`src/rtl/add8_seq_ctrl.sv`:
```
// Byte-serial NBYTES-wide add/subtract sequencer that drives an external 8-bit adder.
// Optional signed saturation of the final result is enabled by defining ADD8_SEQ_SAT_EN.
module add8_seq_ctrl #(
   parameter  int NBYTES = 4,
   localparam int W      = 8 * NBYTES
) (
   input  logic         clk,
   input  logic         rst,
   input  logic         start,
   input  logic         op_sub,
   input  logic [W-1:0] op_a,
   input  logic [W-1:0] op_b,
   output logic         busy,
   output logic         done,
   output logic [W-1:0] result,
   output logic         carry_flag,
   output logic         overflow_flag,
   output logic         sign_flag,
   output logic         zero_flag,
   output logic [7:0]   add_a,
   output logic [7:0]   add_b,
   output logic         add_cin,
   input  logic [7:0]   add_c,
   input  logic         add_carry_out,
   input  logic         add_overflow
);

   // state     | meaning
   // ST_IDLE   | waiting for start
   // ST_RUN    | one byte through the adder per cycle, LSB first
   // ST_FINISH | single-cycle done pulse; a new start is accepted here

   localparam int IDX_W = (NBYTES > 1) ? $clog2(NBYTES) : 1;
   localparam logic [IDX_W-1:0] LAST_IDX = IDX_W'(NBYTES - 1);

   typedef enum logic [1:0] {
      ST_IDLE   = 2'd0,
      ST_RUN    = 2'd1,
      ST_FINISH = 2'd2
   } state_t;

   state_t           state_q,    state_d;
   logic [W-1:0]     a_lat_q,    a_lat_d;
   logic [W-1:0]     b_lat_q,    b_lat_d;
   logic             sub_q,      sub_d;
   logic [IDX_W-1:0] idx_q,      idx_d;
   logic             carry_q,    carry_d;
   logic             zero_run_q, zero_run_d;
   logic [W-1:0]     result_q,   result_d;
   logic             cflag_q,    cflag_d;
   logic             vflag_q,    vflag_d;
   logic             sflag_q,    sflag_d;
   logic             zflag_q,    zflag_d;

   logic             accept;
   logic             last_byte;
   logic [7:0]       a_byte;
   logic [7:0]       b_byte;

   assign accept    = start && (state_q != ST_RUN);
   assign last_byte = (idx_q == LAST_IDX);
   assign a_byte    = a_lat_q[int'(idx_q) * 8 +: 8];
   assign b_byte    = b_lat_q[int'(idx_q) * 8 +: 8];

   always_comb begin
      add_a   = 8'h00;
      add_b   = 8'h00;
      add_cin = 1'b0;
      if (state_q == ST_RUN) begin
         add_a   = a_byte;
         add_b   = b_byte ^ {8{sub_q}};
         add_cin = carry_q;
      end
   end

   always_comb begin
      state_d    = state_q;
      a_lat_d    = a_lat_q;
      b_lat_d    = b_lat_q;
      sub_d      = sub_q;
      idx_d      = idx_q;
      carry_d    = carry_q;
      zero_run_d = zero_run_q;
      result_d   = result_q;
      cflag_d    = cflag_q;
      vflag_d    = vflag_q;
      sflag_d    = sflag_q;
      zflag_d    = zflag_q;

      case (state_q)
         ST_IDLE: begin
            if (start) state_d = ST_RUN;
         end
         ST_RUN: begin
            result_d[int'(idx_q) * 8 +: 8] = add_c;
            carry_d    = add_carry_out;
            zero_run_d = zero_run_q && (add_c == 8'h00);
            idx_d      = idx_q + IDX_W'(1);
            if (last_byte) begin
               cflag_d = add_carry_out;
               vflag_d = add_overflow;
               sflag_d = add_c[7];
               zflag_d = zero_run_q && (add_c == 8'h00);
`ifdef ADD8_SEQ_SAT_EN
               // Overflow implies both effective operand signs match a's sign.
               if (add_overflow) begin
                  if (a_lat_q[W-1]) begin
                     result_d = {1'b1, {(W-1){1'b0}}};
                     sflag_d  = 1'b1;
                  end else begin
                     result_d = {1'b0, {(W-1){1'b1}}};
                     sflag_d  = 1'b0;
                  end
                  zflag_d = 1'b0;
               end
`endif
               state_d = ST_FINISH;
            end
         end
         ST_FINISH: begin
            state_d = start ? ST_RUN : ST_IDLE;
         end
         default: state_d = ST_IDLE;
      endcase

      // Result and flags are left alone here; they get overwritten byte by byte.
      if (accept) begin
         a_lat_d    = op_a;
         b_lat_d    = op_b;
         sub_d      = op_sub;
         idx_d      = '0;
         carry_d    = op_sub;
         zero_run_d = 1'b1;
      end
   end

   always_ff @(posedge clk) begin
      if (rst) begin
         state_q    <= ST_IDLE;
         a_lat_q    <= '0;
         b_lat_q    <= '0;
         sub_q      <= 1'b0;
         idx_q      <= '0;
         carry_q    <= 1'b0;
         zero_run_q <= 1'b0;
         result_q   <= '0;
         cflag_q    <= 1'b0;
         vflag_q    <= 1'b0;
         sflag_q    <= 1'b0;
         zflag_q    <= 1'b0;
      end else begin
         state_q    <= state_d;
         a_lat_q    <= a_lat_d;
         b_lat_q    <= b_lat_d;
         sub_q      <= sub_d;
         idx_q      <= idx_d;
         carry_q    <= carry_d;
         zero_run_q <= zero_run_d;
         result_q   <= result_d;
         cflag_q    <= cflag_d;
         vflag_q    <= vflag_d;
         sflag_q    <= sflag_d;
         zflag_q    <= zflag_d;
      end
   end

   assign busy          = (state_q == ST_RUN);
   assign done          = (state_q == ST_FINISH);
   assign result        = result_q;
   assign carry_flag    = cflag_q;
   assign overflow_flag = vflag_q;
   assign sign_flag     = sflag_q;
   assign zero_flag     = zflag_q;

endmodule

```
`config.mk`:
```
export PLATFORM = sky130hd
export DESIGN_NAME = add8_seq_ctrl
export DESIGN_NICKNAME = d
export VERILOG_FILES = /design/src/rtl/add8_seq_ctrl.sv
export SDC_FILE = /design/constraint.sdc
export NUM_CORES = 1
export LEC_CHECK = 0
export BUFFER_PORTS_ARGS = -buffer_cell sky130_fd_sc_hd__buf_2
export CORE_ASPECT_RATIO = 1.4
export CORE_MARGIN = 2
export CORE_UTILIZATION = 40
export DETAILED_ROUTE_END_ITERATION = 16
export SYNTH_ARGS = -nofsm -noshare
export SYNTH_HDL_FRONTEND = slang
export SYNTH_SLANG_ARGS = --single-unit
```
`constraint.sdc`:
```
create_clock -name clk -period 2.4 [get_ports clk]
set_input_delay 0.24 -clock clk [delete_from_list [all_inputs] [get_ports clk]]
set_output_delay 0.24 -clock clk [all_outputs]
set_load 0.02 [all_outputs]
```
==> impl_metrics.py <==
metrics = {
    "floorplanning": {
        "floorplan.initialDensity_pct": 41.05,
        "die_y_um": 134.3,
        "rows": 47,
        "fp.dieW_um": 97.09,
        "io-pin-count": 133,
        "core_area_mm2": 0.01182,
        "fp.dieArea_mm2": 0.01304,
    },
    "power_and_ir_drop": {
        "leakage_power_uw": 0.002302,
        "power_density_mw_per_mm2": 694.4,
        "ir_worst_vdd_mv": 0.3394,
    },
    "worst_setup_path": {
        "critPathLaunchType": "flip-flop",
        "crit_type": "flip-flop to primary output",
        "cp_slowest_stage_delay_ps": 530,
        "timing.critical_path.buf_inv": 2,
        "cp_data_arrival_time_ps": 1940,
        "cp_cell_instances": "buf_4, mux4_2, xnor2_1, nor2_1, buf_2",
        "critPathMaxFanout": 12,
        "crit_slowest_cell": "mux4_2",
        "worst_path_dominant_cell_family": "multiplexers",
        "crit_required_ps": 2160,
        "worstSetupEndpointType": "primary output",
    },
    "synth": {
        "synth_cell_types": 45,
        "post_synth_instance_area_mm2": 0.004852,
        "ys_async_sr_fraction_pct": 0,
        "synth.yosys.seq_area_share_pct": 44.15,
        "top_flip_flop_cell_by_instance_count_after_synthesis": "dfxtp_1",
        "synth_enable_flop_cells": 0,
        "synth_seq_cells": 107,
        "synthesis.yosys.warnings": 0,
        "synthesis.nets": 577,
        "syn-mean-instance-area_um2": 9.822,
        "postSynthCellCount": 494,
    },
    "clock_network": {
        "clockRootBuffer": "clkbuf_16",
        "clkLatencyLatePin_ps": 340,
        "cts_tree": "built",
        "post_cts.resized_instances": 0,
        "cts_made_buffers": 9,
        "clk_transition_reported_paths_ps": 70,
        "ctsHoldBuffers": 0,
        "clock-sinks": 107,
        "cts_max_level": 3,
        "postCtsSetupBuffers": 0,
        "cts.path.max_buffers": 2,
    },
    "cells_and_area": {
        "design_area_mm2": 0.005798,
        "regArea_mm2": 0.002142,
        "antenna_diode_count": 0,
        "fillerInstances": 1140,
        "final_layout_net_count": 679,
        "multi_input_area_mm2": 0.002370,
        "final_cell_mix": "buf_2, dfxtp_1, nand3_1, a21oi_1, o21ai_1",
        "areaGrowthSynthToFinish_pct": 19.49,
        "final_common_cell": "buf_2",
        "stdcell_count": 745,
        "final_layout_size_suffix_gt1_share_pct": 37.79,
    },
    "place": {
        "post-dp-hpwl_um": 8986,
        "postPlaceCellArea_mm2": 0.005494,
        "globalplace.congestion": 0.7788,
        "port_buf_inserts": 132,
        "dp_cells": 732,
    },
    "sta": {
        "finalSetupViolations": 0,
        "timing_worst_slew_pin_value_ps": 706.6,
        "worst_slew_margin_rel_pct": 52.90,
        "period_needed_ps": 2175,
        "hold_ws_ps": 135.9,
        "finalHoldViolations": 0,
        "final.period_utilization_pct": 90.64,
        "grt_setup_unrepaired": "false",
        "finClkSkew_ps": 7.240,
        "maximum_clock_frequency_mhz": 459.7,
        "slew_violations": 0,
        "tns_ps": 0,
    },
    "route": {
        "drtAntennaViolNets": 0,
        "sum_of_routed_wire_length_over_all_layers_um": 12970,
        "route.detailed.drc": 0,
        "wirelength_per_cell_um": 17.41,
        "detail_route.first_pass.iterations": 4,
        "drt-initial-drc-count": 134,
        "vias_per_cell": 5.609,
        "vias": 4179,
    },
    "min_path": {
        "timing.hold.worst.class": "input port to flip-flop",
    },
    "global_route": {
        "grt_remaining_overflow": 0,
        "grt_first_pass_wirelength_um": 20940,
        "pin_count_of_the_biggest_net_entering_global_routing": 79,
        "number_of_global_route_vias_before_repair": 4046,
        "grt_antenna_before_repair": 0,
        "globalRouteTotalUtil_pct": 19.95,
    },
    "run_status": {
        "outcome": "complete, no violations",
    },
    "flow_run": {
        "max_cap_viol_count": 0,
    },
}
## stage by stage
step	setup slack [ps]	total power [uW]	util (%)
5_1_grt	127.4	4188	49.05
3_5_place_dp	432.4	2518	46.48
3_3_place_gp	499.6	2504	46.48
4_1_cts	217.9	4061	49.05
6_report	224.6	4026	49.05
2_1_floorplan	461.6	2342	-
## state kept, by name, summed over array words and instances (netlist names), 2 cells and up
signal	flops
a_lat_q	32
idx_q	2
state_q	2
b_lat_q	32
result	32
## synthesized netlist by cell type (2+ instances only)
master,count,area [um^2]
nor2_1,20,75.07
dfxtp_1,107,2142
a21oi_1,48,240.2
buf_2,16,80.08
and2_1,9,56.30
nor3_2,2,20.02
nand2_1,6,22.52
nand3_1,66,330.3
a31o_1,8,70.07
nand3b_1,3,22.52
o21ai_2,20,175.2
ha_1,5,62.56
buf_4,4,30.03
a22o_1,16,140.1
buf_6,8,90.09
mux4_2,16,360.4
o21ai_1,46,230.2
inv_2,2,7.510
a21oi_2,22,192.7
and4_4,2,22.52
buf_1,5,18.77
xnor2_1,9,78.83
a32oi_1,8,70.07
mux2i_1,2,20.02
clkbuf_1,17,63.81
nor3b_1,8,60.06
## layout make-up
class                      instances  area share [%]
tap                              147           3.172
sequential                       107           36.94
timing repair buffer             144           13.42
inverter                           4          0.3453
clock buffer                      10           4.122
multi-input combinational        330           40.87
clock inverter                     3           1.122
## layer usage
layer | GRT usage, % | wire length (um) | vias to the layer above
met5 | 0 | 0 | -
met4 | 6.886 | 159 | 0
met3 | 3.022 | 617 | 10
met2 | 34.92 | 6644 | 119
met1 | 25.07 | 5547 | 2022
li1 | - | - | 2028
## kinds of logic (layout without fill, tap and decap cells)
logic type	after synthesis	in the layout	share of synthesized area, %
AND/OR/NAND/NOR	126	126	14.42
buffers and inverters	57	161	7.066
adder cells (fa/ha/maj)	5	5	1.289
AO/OA/AOI/OAI	172	172	23.62
flip-flops	107	107	44.15
XOR/XNOR	9	9	1.625
multiplexers	18	18	7.839
## power breakdown
part | internal, uW | total (uW) | leakage [uW] | switching (uW)
clock network | 924 | 1550 | 0.000150 | 628
logic | 225 | 567 | 0.00128 | 343
registers | 1860 | 1910 | 0.000874 | 50.1
## worst register-to-register path, delay by kind of cell, from the launching register on
kind                     cells  cell delay, ps
adder cells (fa/ha/maj)      1             420
AND/OR/NAND/NOR              2             620
buffers and inverters        2             400
AO/OA/AOI/OAI                1             160
flip-flops                   1             330
## worst paths after layout
check | cells past startpoint | slack, ps | end | from
worst max register to register | 6 | 420 | result[22] | idx_q[0]
worst min-delay path | 3 | 140 | overflow_flag | add_overflow
worst max-delay path | 5 | 220 | add_b[7] | idx_q[0]
worst min register to register | 2 | 460 | carry_flag | carry_flag
(Power assumes the default switching activity.)
